<file path="src/rtl/rv_mdu_if.sv">
// Request/response bundle between the control FSM and the multiply/divide unit.
// Master drives start/op/src_a/src_b/flush; slave returns busy/done/result.
// Timing: the bundle is unregistered; all timing is set by the unit behind it.
interface rv_mdu_if #(
  parameter int unsigned DPWIDTH = 32
);
  logic               start;
  logic [2:0]         op;
  logic [DPWIDTH-1:0] src_a;
  logic [DPWIDTH-1:0] src_b;
  logic               flush;
  logic               busy;
  logic               done;
  logic [DPWIDTH-1:0] result;

  modport master (output start, op, src_a, src_b, flush,
                  input  busy, done, result);
  modport slave  (input  start, op, src_a, src_b, flush,
                  output busy, done, result);
endinterface

</file>
<file path="src/rtl/rv_mdu.sv">
// Iterative RISC-V M-extension unit: radix-2 shift-add multiply, restoring divide.
// Latency: done in cycle DPWIDTH+2 after start (cycle 1 for fast special divides).
// Backpressure: start is ignored while busy; flush aborts CALC/FIX with no done.
// Ports: clk_i, rst_ni (async active-low), mdu (slave side of rv_mdu_if).
module rv_mdu #(
  parameter int unsigned DPWIDTH      = 32,
  parameter bit          SPECIAL_FAST = 1'b1
) (
  input  logic    clk_i,
  input  logic    rst_ni,
  rv_mdu_if.slave mdu
);
  localparam int unsigned W  = DPWIDTH;
  localparam int unsigned CW = $clog2(DPWIDTH) + 1;

  typedef enum logic [1:0] {S_IDLE, S_CALC, S_FIX, S_DONE} state_e;

  state_e           state_q, state_d;
  logic [CW-1:0]    cnt_q, cnt_d;
  logic [2:0]       op_q, op_d;
  logic [W-1:0]     mcand_q, mcand_d;      // multiplicand or divisor magnitude
  logic [2*W-1:0]   acc_q, acc_d;          // product {hi,lo} or {remainder,quotient}
  logic             neg_q, neg_d;          // product/quotient sign
  logic             rneg_q, rneg_d;        // remainder sign
  logic             spec_q, spec_d;        // divide-by-zero or signed overflow
  logic [W-1:0]     spec_res_q, spec_res_d;
  logic [W-1:0]     result_q, result_d;

  // Operand decode at issue time
  logic         a_signed, b_signed, a_neg, b_neg;
  logic [W-1:0] a_mag, b_mag;
  logic         div_zero, div_ovf, in_spec;
  logic [W-1:0] in_spec_res;

  assign a_signed = (mdu.op == 3'd1) || (mdu.op == 3'd2) || (mdu.op == 3'd4) || (mdu.op == 3'd6);
  assign b_signed = (mdu.op == 3'd1) || (mdu.op == 3'd4) || (mdu.op == 3'd6);
  assign a_neg    = a_signed && mdu.src_a[W-1];
  assign b_neg    = b_signed && mdu.src_b[W-1];
  // The most-negative value maps to itself, which is the correct unsigned magnitude.
  assign a_mag    = a_neg ? -mdu.src_a : mdu.src_a;
  assign b_mag    = b_neg ? -mdu.src_b : mdu.src_b;

  assign div_zero = mdu.op[2] && (mdu.src_b == '0);
  assign div_ovf  = ((mdu.op == 3'd4) || (mdu.op == 3'd6)) &&
                    (mdu.src_a == {1'b1, {(W-1){1'b0}}}) && (&mdu.src_b);
  assign in_spec  = div_zero || div_ovf;

  always_comb begin
    in_spec_res = '0;
    if (div_zero)     in_spec_res = mdu.op[1] ? mdu.src_a : '1;
    else if (div_ovf) in_spec_res = mdu.op[1] ? '0 : mdu.src_a;
  end

  // One iteration of each algorithm
  logic [W:0] mul_sum, rem_sh, rem_diff;
  assign mul_sum  = {1'b0, acc_q[2*W-1:W]} + (acc_q[0] ? {1'b0, mcand_q} : '0);
  assign rem_sh   = {acc_q[2*W-1:W], acc_q[W-1]};
  assign rem_diff = rem_sh - {1'b0, mcand_q};

  // Sign correction and half select
  logic [2*W-1:0] prod_fix;
  logic [W-1:0]   quo_fix, rem_fix, fix_res;
  assign prod_fix = neg_q  ? -acc_q          : acc_q;
  assign quo_fix  = neg_q  ? -acc_q[W-1:0]   : acc_q[W-1:0];
  assign rem_fix  = rneg_q ? -acc_q[2*W-1:W] : acc_q[2*W-1:W];

  always_comb begin
    fix_res = '0;
    case (op_q)
      3'd0:                fix_res = prod_fix[W-1:0];
      3'd1, 3'd2, 3'd3:    fix_res = prod_fix[2*W-1:W];
      3'd4, 3'd5:          fix_res = quo_fix;
      default:             fix_res = rem_fix;
    endcase
    if (spec_q) fix_res = spec_res_q;
  end

  always_comb begin
    state_d    = state_q;
    cnt_d      = cnt_q;
    op_d       = op_q;
    mcand_d    = mcand_q;
    acc_d      = acc_q;
    neg_d      = neg_q;
    rneg_d     = rneg_q;
    spec_d     = spec_q;
    spec_res_d = spec_res_q;
    result_d   = result_q;
    case (state_q)
      S_IDLE, S_DONE: begin
        state_d = S_IDLE;
        if (mdu.start) begin
          op_d       = mdu.op;
          cnt_d      = '0;
          neg_d      = a_neg ^ b_neg;
          rneg_d     = a_neg;
          spec_d     = in_spec;
          spec_res_d = in_spec_res;
          mcand_d    = mdu.op[2] ? b_mag : a_mag;
          acc_d      = {{W{1'b0}}, (mdu.op[2] ? a_mag : b_mag)};
          if (in_spec && SPECIAL_FAST) begin
            state_d  = S_DONE;
            result_d = in_spec_res;
          end else begin
            state_d  = S_CALC;
          end
        end
      end
      S_CALC: begin
        if (mdu.flush) begin
          state_d = S_IDLE;
        end else begin
          if (op_q[2]) begin
            // Restore (keep shifted remainder) when the trial subtract goes negative
            acc_d = rem_diff[W] ? {rem_sh[W-1:0],   acc_q[W-2:0], 1'b0}
                                : {rem_diff[W-1:0], acc_q[W-2:0], 1'b1};
          end else begin
            acc_d = {mul_sum, acc_q[W-1:1]};
          end
          cnt_d = cnt_q + CW'(1);
          if (cnt_q == CW'(W-1)) state_d = S_FIX;
        end
      end
      S_FIX: begin
        if (mdu.flush) begin
          state_d = S_IDLE;
        end else begin
          result_d = fix_res;
          state_d  = S_DONE;
        end
      end
      default: state_d = S_IDLE;
    endcase
  end

  always_ff @(posedge clk_i or negedge rst_ni) begin
    if (!rst_ni) begin
      state_q    <= S_IDLE;
      cnt_q      <= '0;
      op_q       <= '0;
      mcand_q    <= '0;
      acc_q      <= '0;
      neg_q      <= 1'b0;
      rneg_q     <= 1'b0;
      spec_q     <= 1'b0;
      spec_res_q <= '0;
      result_q   <= '0;
    end else begin
      state_q    <= state_d;
      cnt_q      <= cnt_d;
      op_q       <= op_d;
      mcand_q    <= mcand_d;
      acc_q      <= acc_d;
      neg_q      <= neg_d;
      rneg_q     <= rneg_d;
      spec_q     <= spec_d;
      spec_res_q <= spec_res_d;
      result_q   <= result_d;
    end
  end

  assign mdu.busy   = (state_q == S_CALC) || (state_q == S_FIX);
  assign mdu.done   = (state_q == S_DONE);
  assign mdu.result = result_q;
endmodule
</file>
<file path="src/flat_wrapper.sv">
// flat-port wrapper written by rule: the top's interface ports become plain ports
module rv_mdu_flat 
#(
  parameter int unsigned DPWIDTH      = 32,
  parameter bit          SPECIAL_FAST = 1'b1
)
  (clk_i, rst_ni, mdu_start, mdu_op, mdu_src_a, mdu_src_b, mdu_flush, mdu_busy, mdu_done, mdu_result);
  rv_mdu_if #(.DPWIDTH(DPWIDTH)) mdu_i ();
  input  logic clk_i;
  input  logic rst_ni;
  input wire logic [$bits(mdu_i.start)-1:0] mdu_start;
  input wire logic [$bits(mdu_i.op)-1:0] mdu_op;
  input wire logic [$bits(mdu_i.src_a)-1:0] mdu_src_a;
  input wire logic [$bits(mdu_i.src_b)-1:0] mdu_src_b;
  input wire logic [$bits(mdu_i.flush)-1:0] mdu_flush;
  output wire logic [$bits(mdu_i.busy)-1:0] mdu_busy;
  output wire logic [$bits(mdu_i.done)-1:0] mdu_done;
  output wire logic [$bits(mdu_i.result)-1:0] mdu_result;
  assign mdu_i.start = mdu_start;
  assign mdu_i.op = mdu_op;
  assign mdu_i.src_a = mdu_src_a;
  assign mdu_i.src_b = mdu_src_b;
  assign mdu_i.flush = mdu_flush;
  assign mdu_busy = mdu_i.busy;
  assign mdu_done = mdu_i.done;
  assign mdu_result = mdu_i.result;
  rv_mdu #(.DPWIDTH(DPWIDTH), .SPECIAL_FAST(SPECIAL_FAST)) u_core (.clk_i(clk_i), .rst_ni(rst_ni), .mdu(mdu_i));
endmodule
</file>
<file path="config.mk">
export PLATFORM = sky130hd
export DESIGN_NAME = rv_mdu_flat
export DESIGN_NICKNAME = d
export VERILOG_FILES = /design/src/rtl/rv_mdu_if.sv /design/src/rtl/rv_mdu.sv /design/src/flat_wrapper.sv
export SDC_FILE = /design/constraint.sdc
export NUM_CORES = 1
export LEC_CHECK = 0
export ABC_CLOCK_PERIOD_IN_PS = 4000
export BUFFER_PORTS_ARGS = -buffer_cell sky130_fd_sc_hd__buf_2
export CAP_MARGIN = 20
export CORE_ASPECT_RATIO = 0.5
export CORE_MARGIN = 8
export CORE_UTILIZATION = 30
export DETAILED_ROUTE_END_ITERATION = 10
export GPL_ROUTABILITY_DRIVEN = 0
export HOLD_SLACK_MARGIN = 0.15
export SLEW_MARGIN = 20
export SYNTH_ARGS = -nofsm -noshare
export SYNTH_HDL_FRONTEND = slang
export SYNTH_SLANG_ARGS = --single-unit
</file>
<file path="constraint.sdc">
create_clock -name clk_i -period 4 [get_ports clk_i]
set_clock_uncertainty 0.05 [all_clocks]
set_input_delay 0.2 -clock clk_i [delete_from_list [all_inputs] [get_ports clk_i]]
set_output_delay 0.2 -clock clk_i [all_outputs]
set_load 0.05 [all_outputs]
</file>
# [Yosys cells after proc, flatten, opt, wreduce, memory -nomap -nowiden]
# Index checks and enable logic that the tools add are counted.
[word_totals] regBits=174 output_inout_bits=34 elab_cells=95
[op_classes] n_bitwise=1 mux=32 reduce_logical=25 n_addsub=8 eq_ne=19
[op_table] cell="$mux 32" n=15
[op_table] cell="$mux 64" n=5
[op_table] cell="$neg 32->32" n=4
[op_table] cell="$pmux 64 s2" n=1
[op_table] cell="$pmux 32 s3" n=1
[op_table] cell="$neg 64->64" n=1
[op_table] cell="$pmux 32 s2" n=1
[op_table] cell="$add 32x33->33" n=1
[op_table] cell="$sub 33x32->33" n=1
[op_table] cell="$eq 32x32->1 const B" n=1
[op_table] cell="$logic_not 32->1" n=1
[op_table] cell="$reduce_and 32->1" n=1
[op_table] cell="$eq 3x3->1 const B" n=4
[op_table] cell="$mux 6" n=2
[op_table] cell="$pmux 6 s2" n=1
[op_table] cell="$mux 2" n=5
[op_table] cell="$eq 3x2->1 const B" n=3
[op_table] cell="$logic_or 1x1->1" n=8
[op_table] cell="$add 6x1->6 const B" n=1
[op_table] cell="$eq 3x1->1 const B" n=2
[op_table] cell="$eq 6x5->1 const B" n=1
[op_table] cell="$ne 2x2->1 const B" n=3
[op_table] cell="$pmux 2 s3" n=1
[op_table] cell="$logic_and 1x1->1" n=5
[op_table] cell="other kinds (13)" n=16

# [Depth between registers and ports, before layout]
# Gate-level depths: netlist of the first run.
[logic_depth] depth_word=9 ltp_mapped=14 ltp_nobuf=13

# [Least setup slack after synthesis of the first run]
# Ideal clock, no wire load.
[synth_timing] kind="register to register" from="register u_core.acc_q[0]" to="register u_core.acc_q[61]" path_slack_ps=514 n_path_buf=2 arrival_ps=3326 path_stages_with_launch=15 path_cell_list="dfrtp_1 inv_1 clkbuf_1 nor2_1 ha_1 clkbuf_1 a21o_1 a31oi_1 o221ai_1 nor3_1 nor2_1 a2111oi_0 o41ai_1 mux2i_1 o41ai_1"
[synth_between] elab_chain_cells=5
[synth_rtl] item="start, declared" line="rv_mdu.sv:22" rtl="logic [2*W-1:0] acc_q, acc_d;"
[synth_rtl] item="start signal, assigned" line="rv_mdu.sv:142" rtl="acc_q <= '0;"
[synth_rtl] item="start signal, assigned" line="rv_mdu.sv:153" rtl="acc_q <= acc_d;"
[synth_rtl] item="$mux 32" line="rv_mdu.sv:56" rtl="assign mul_sum = {1'b0, acc_q[2*W-1:W]} + (acc_q[0] ? {1'b0, mcand_q} : '0);"
[synth_rtl] item="$add 32x33->33" line="rv_mdu.sv:56"
[synth_rtl] item="$mux 64" line="rv_mdu.sv:113" rtl="if (op_q[2]) begin"
[synth_rtl] item="$mux 64" line="rv_mdu.sv:110" rtl="if (mdu.flush) begin"
[synth_rtl] item="$pmux 64 s2" line="rv_mdu.sv:89" rtl="case (state_q)"
# No other way between the ends. The select of a mux whose other input is x is not followed.
# A chain may end at the register's enable or synchronous reset.

# [Final worst setup path of the first run]
[layout_timing] from="input mdu_src_a[14]" to="register u_core.result_q[29] (netlist: u_core.mdu.result[29])"
[layout_between] elab_chain_cells=8
[layout_rtl] item="start, declared" line="flat_wrapper.sv:13" rtl="input wire logic [$bits(mdu_i.src_a)-1:0] mdu_src_a;"
[layout_rtl] item="$eq 32x32->1 (*)" line="rv_mdu.sv:45" rtl="(mdu.src_a == {1'b1, {(W-1){1'b0}}}) && (&mdu.src_b);"
[layout_rtl] item="$logic_and 1x1->1 (*)" line="rv_mdu.sv:44" rtl="assign div_ovf = ((mdu.op == 3'd4) || (mdu.op == 3'd6)) &&"
[layout_rtl] item="$logic_and 1x1->1 (*)" line="rv_mdu.sv:45"
[layout_rtl] item="$mux 32" line="rv_mdu.sv:51" rtl="else if (div_ovf) in_spec_res = mdu.op[1] ? '0 : mdu.src_a;"
[layout_rtl] item="$mux 32" line="rv_mdu.sv:50" rtl="if (div_zero) in_spec_res = mdu.op[1] ? mdu.src_a : '1;"
[layout_rtl] item="$mux 32" line="rv_mdu.sv:101" rtl="if (in_spec && SPECIAL_FAST) begin"
[layout_rtl] item="$mux 32" line="rv_mdu.sv:92" rtl="if (mdu.start) begin"
[layout_rtl] item="$pmux 32 s2" line="rv_mdu.sv:89"
[layout_rtl] item="end signal, assigned" line="rv_mdu.sv:158" rtl="result_q <= result_d;"
[layout_rtl] item="end, declared" line="rv_mdu.sv:27" rtl="logic [W-1:0] result_q, result_d;"
# Mark *: on every way between the ends. The rest lies on a longest branch, timed or not. The select of a mux whose other input is x is not followed.

==> results.ini, run 1 <==
[floorplan]
die_y_um=183
die_w_um=350
pin_count=105
num_rows=61
core_sq_um=55300
start_util_pct=30.2
dieArea_sq_um=64100

[cells_and_area]
fin_nets=2451
filler_cell_count=5774
final_area_sq_um=19300
ff_latch_area_sq_um=4360
multi_input_area_sq_um=11500
syn_to_final_growth_pct=15.1
drive_gt1_share_pct=12.7

[outcome]
status=complete, no violations

[hold_path]
hold_class=input pin to flop

[synth]
synthTopCellsByCount=241 x nand2_1, 229 x a21oi_1, 216 x nor2_1, 177 x o21ai_0, 174 x dfrtp_1
synthArstFlopShare_pct=100
synth_fp_nets=2366
ys_ff_latch=174
yosysSeqAreaShare_pct=26.0
synth.most_common_cell=nand2_1
ys.flop_type=dfrtp_1
synth_area_sq_um=16700
syn_area_per_cell_sq_um=7.54
ys_types=80
synth_top_area_share_pct=26.0
syn-instance-count=2220
synth_area_leaders=dfrtp_1 26%, a21oi_1 6.8%, ha_1 5.5%
yosysWarnings=0
yosysTopAreaCell=dfrtp_1
synth-edff-count=0

[clocking]
cts_tree=built
clk_path_buf_depth=2
clkLatencyLatePin_ps=460
cts_num_sinks=174
numCtsBuffers=17
post-cts-setup-buffer-count=0
htree_levels=4
path_clk_slew_ps=70
clock_tree.root_cell=clkbuf_16

[worst_setup_path]
crit_path_end_kind=flop
crit_required_ps=4310
path_class=input pin to flop
cp_max_fo=37
start_kind=input pin
cp.arrival_ps=4090

[route]
via_count=17900
drt_iter0_markers=2329
vias_per_cell=5.83
wire_per_inst_um=22.0
ant_nets=0
first_pass_iters=6
wl_um=67800
drc_errors=0

[global_routing]
grt_overflow_total=0
grt_pass1_vias=16400
gr-usage-all-layers_pct=20.3
grt_max_degree=96
grt_first_pass_wirelength_um=102000
grt_antenna_before_repair=0

[sta]
min_period_over_period_pct=94.4
finalCriticalPeriod_ps=3780
maxSlewViolCount=0
max_freq_ghz=0.265
hold_viol_final=0
rsz0062_at_grt=no
slew_headroom_pct=27.8
hold_ws_ps=176
tns_ps=0
setup_viol=0
tightest_slew_ps=1080

[power_and_ir_drop]
max-vdd-ir-drop_v=0.000437
cellPowerDensity_nw_per_um2=860
p_leak_uw=0.00806

[placement]
io_buffer_count=104
hpwl_um=51600
dpl_cell_area_sq_um=18400

[job]
max_cap_viol_count=0

cell usage in the layout, fill, tap and decap left out, types with 10 or more instances in the layout:
master / n
nand2_1: 240
a21oi_1: 229
nor2_1: 214
o21ai_0: 176
dfrtp_1: 172
buf_2: 103
xnor2_1: 95
xor2_1: 90
buf_4: 85
inv_1: 77
ha_1: 73
mux2i_1: 47
nor3_1: 42
a211oi_1: 38
a21o_1: 37
o31ai_1: 36
o21ai_1: 36
or3_1: 30
dlygate4sd3_1: 30
o211ai_1: 29
nand3_1: 26
a31oi_1: 24
nand4_1: 22
o221ai_1: 22
mux2_2: 22
nor4_1: 20
or4_1: 19
nand2b_1: 18
o22ai_1: 17
clkbuf_16: 17
and2_1: 14
or2_2: 14
and3_1: 13
o41ai_1: 13
o21a_1: 13
a22oi_1: 12
o41ai_2: 10
what timing repair did:
item | CTS | global route
setup endpoints to repair | 0 | 4
hold endpoints to repair | 118 | 0
gates resized for setup | 0 | 4
hold buffers | 30 | 0
flip-flops by register name, summed over array words and instances (netlist names):
| signal | count |
|---|---|
| u_core.op_q | 3 |
| u_core.cnt_q | 6 |
| u_core.rneg_q | 1 |
| u_core.acc_q | 64 |
| u_core.neg_q | 1 |
| u_core.spec_q | 1 |
| u_core.mdu.result | 32 |
| u_core.state_q | 2 |
| u_core.mcand_q | 32 |
| u_core.spec_res_q | 32 |
where the power goes:
group          switching [uW]  internal, uW  leakage (uW)
Combinational            7490          4180       0.00554
Sequential                799          2370       0.00224
Clock                     823           911      0.000283
Total                    9110          7450       0.00806
worst max-delay path, cell delays in order:
cell and delay, ps:
dlygate4sd3_1 540, buf_2 200, or4_1 530, nor4_1 520, or4b_4 540, o41ai_1 450, nand2_1 170, a21o_2 350
buf_12 210, o41ai_2 340
final cells by class:
cell class | instances | share of cell area (%)
antenna | 1 | 0.0130
sequential | 174 | 22.6
tap | 756 | 4.91
inverter | 82 | 1.60
clock buffer | 20 | 2.37
multi-input combinational | 1806 | 59.7
timing repair buffer | 224 | 8.14
clock inverter | 12 | 0.663
metrics by stage:
stage	utilization, %	cells	worst slack, ps	total power (uW)
5_1_grt	34.8	3074	25.1	17600
4_1_cts	34.8	3074	134	16300
3_5_place_dp	33.2	3012	142	14500
6_report	34.8	3075	222	16600
3_3_place_gp	33.1	3011	219	14400
2_1_floorplan	-	2220	514	10800
worst paths after layout:
path	depth (start not counted)	endpoint	start	slack, ps
worst max-delay path	10	u_core.mdu.result[29]$_DFFE_PN0P_	mdu_src_a[14]	220
worst min-delay path	3	u_core.spec_res_q[28]$_DFFE_PN0P_	mdu_src_a[28]	180
worst max register to register	8	u_core.mdu.result[1]$_DFFE_PN0P_	u_core.acc_q[14]$_DFFE_PN0P_	230
worst min register to register	2	u_core.mcand_q[5]$_DFFE_PN0P_	u_core.mcand_q[5]$_DFFE_PN0P_	430
max in group asynchronous	3	u_core.op_q[2]$_DFFE_PN0P_	rst_ni	2620
min in group asynchronous	2	u_core.neg_q$_DFFE_PN0P_	rst_ni	270
routing by layer:
layer	up-vias	part of all wire, %	global-route usage (%)
met2	919	43	30.8
met3	178	9.6	3.92
li1	8226	-	-
met4	0	5.1	9.57
met5	-	0	0
met1	8608	43	27.9
logic make-up after synthesis:
family                     count (synthesis)  share of synthesized area [%]
xor gates and xnor gates                 185                           9.68
and+or+nand+nor                          707                           19.6
buffers and inverters                    240                           5.55
DFF                                      174                           26.0
muxes                                     69                           4.29
AOI/OAI and AO/OA                        770                           29.2
adders and majority gates                 75                           5.70
Note: power is estimated with default switching activity, not from simulation.
==> run 2: changes to the inputs <==
Settings changed: CELL_PAD_IN_SITES_DETAIL_PLACEMENT set to 0, CELL_PAD_IN_SITES_GLOBAL_PLACEMENT set to 2, PLACE_DENSITY set to 0.74.
==> run 2 against run 1 <==
Compared with the run above: sequential power down 4%; critical path type is now flop to flop; largest power group unchanged; sequential share of layout area down 0.18 points; count of clock-buffer cells in the layout down 3; register-to-register slack worse by 70 ps; cell count up 0.62%; global-route usage up 2.4 points; die area unchanged; clock power up 3%; design area up 0.82%.
==> results.ini, run 2 (synthesis gave the netlist of run 1 again) <==
[clocking]
clock_tree.root_cell=clkbuf_16
post-cts-setup-buffer-count=0  ; unchanged
path_clk_slew_ps=80  ; about the same
cts_tree=built
cts_num_sinks=174  ; unchanged
numCtsBuffers=17  ; unchanged
clkLatencyLatePin_ps=470  ; about the same
htree_levels=4  ; unchanged
clk_path_buf_depth=2  ; unchanged

[sta]
min_period_over_period_pct=96.0  ; +1.6 points
hold_ws_ps=180  ; +3.68 ps
max_freq_ghz=0.260  ; -1.6%
hold_viol_final=0  ; unchanged
rsz0062_at_grt=no
maxSlewViolCount=0  ; unchanged
tns_ps=0  ; unchanged
slew_headroom_pct=31.8  ; +4.0 points
setup_viol=0  ; unchanged
finalCriticalPeriod_ps=3840  ; +62.4 ps
tightest_slew_ps=1020  ; -62.8 ps
fin_ws_ps=160  ; -62.4 ps

[global_routing]
grt_overflow_total=0  ; unchanged
grt_max_degree=81  ; -16%
grt_pass1_vias=16500  ; +0.70%
grt_first_pass_wirelength_um=111000  ; +8.7%
gr-usage-all-layers_pct=22.7  ; +2.4 points
grt_antenna_before_repair=1  ; +1

[outcome]
status=complete, no violations

[cells_and_area]
fin_nets=2471  ; +0.82%
ff_latch_area_sq_um=4360  ; unchanged
filler_cell_count=5938  ; +2.8%
layout_common_cells=240 x nand2_1, 229 x a21oi_1, 214 x nor2_1
layout_commonest_cell=nand2_1
diodes=0  ; -1
drive_gt1_share_pct=13.4  ; +0.70 points
multi_input_area_sq_um=11500  ; about the same
largest_register_ffs=64  ; unchanged
syn_to_final_growth_pct=16.0
final_area_sq_um=19400  ; +0.82%
top_register=u_core.acc_q

[power_and_ir_drop]
max-vdd-ir-drop_v=0.000305  ; -30%
p_leak_uw=0.00818  ; +1.4%
cellPowerDensity_nw_per_um2=876  ; +1.7%

[worst_setup_path]
cp_max_fo=11  ; -70%
start_kind=flop
path_class=flop to flop
cp.arrival_ps=4200  ; +110 ps
crit_path_end_kind=flop
crit_required_ps=4350  ; +40 ps

[placement]
io_buffer_count=104  ; unchanged
place_ws_ps=175  ; +32.8 ps
hpwl_um=57100  ; +11%
dpl_cell_area_sq_um=18500  ; +0.62%

[route]
via_count=17600  ; -1.9%
vias_per_cell=5.69  ; -2.5%
wire_per_inst_um=24.1  ; +9.3%
wl_um=74500  ; +9.9%
drt_iter0_markers=1751  ; -25%
first_pass_iters=6  ; unchanged
ant_nets=0  ; unchanged
drc_errors=0  ; unchanged

[floorplan]
core_sq_um=55300  ; unchanged
start_util_pct=30.2  ; unchanged
pin_count=105  ; unchanged
dieArea_sq_um=64100  ; unchanged
num_rows=61  ; unchanged
die_w_um=350  ; unchanged
die_y_um=183  ; unchanged

[job]
max_cap_viol_count=0  ; unchanged

[hold_path]
hold_class=input pin to flop

## run 2: cell count changes in the layout (fill, tap and decap cells not counted), moves of 2 or more
| cell | delta |
|---|---|
| dlygate4sd3_1 | +3 |
| clkinvlp_4 | -2 |
| buf_4 | +18 |
| inv_8 | +3 |
| clkbuf_8 | -2 |
| o21ai_0 | -2 |
| clkinv_8 | +3 |
## run 2: worst paths after layout
kind	from	to	slack [ps]	depth (start not counted)
min in group asynchronous	rst_ni	u_core.state_q[0]$_DFFE_PN0P_	250	2
max in group asynchronous	rst_ni	u_core.mcand_q[28]$_DFFE_PN0P_	2630	3
setup / recovery	u_core.acc_q[18]$_DFFE_PN0P_	u_core.mdu.result[17]$_DFFE_PN0P_	160	9
hold reg to reg	u_core.spec_res_q[27]$_DFFE_PN0P_	u_core.spec_res_q[27]$_DFFE_PN0P_	420	2
hold / removal	mdu_src_a[7]	u_core.spec_res_q[7]$_DFFE_PN0P_	180	3
setup reg to reg	u_core.acc_q[18]$_DFFE_PN0P_	u_core.mdu.result[17]$_DFFE_PN0P_	160	9
## run 2: repair_timing
action / CTS / global route
resized for setup: 0 / 4
hold buffers: 33 / 0
endpoints found under the setup margin: 0 / 5
hold endpoints to repair: 121 / 0
## run 2: per-stage QoR
step / utilization, % / instances / total power [uW]
floorplan: - / 2220 / 10800
global placement: 33.4 / 3028 / 15000
detailed placement: 33.4 / 3028 / 14900
CTS: 35.0 / 3093 / 16800
global route: 35.1 / 3094 / 18100
finish: 35.1 / 3094 / 17000
## run 2: worst max-delay path, stage by stage (launching register included)
cell      delay (ps)
dfrtp_1          390
or4_1            600
or4b_1           590
or4_1            720
o31ai_1          360
xor2_1           110
o221ai_1         430
o21ai_0          170
o221ai_1         210
o21a_1           150
## run 2: area by class of cell
type | instances | share of cell area (%)
sequential | 174 | 22.4
inverter | 82 | 1.59
timing repair buffer | 244 | 8.82
multi-input combinational | 1806 | 59.2
tap | 756 | 4.87
clock inverter | 15 | 0.870
clock buffer | 17 | 2.19
## run 2: layer usage
| layer | routed length (um) | track usage, % | up-vias |
|---|---|---|---|
| met1 | 36700 | 33.8 | 8538 |
| met5 | 10 | 0 | - |
| met2 | 31500 | 34.1 | 691 |
| met3 | 4620 | 3.28 | 96 |
| met4 | 1730 | 5.81 | 2 |
| li1 | - | - | 8267 |
## run 2: power by group
| group | switching (uW) | internal [uW] | total, uW |
|---|---|---|---|
| Sequential | 685 | 2370 | 3050 |
| Combinational | 7910 | 4260 | 12200 |
| Clock | 930 | 846 | 1780 |
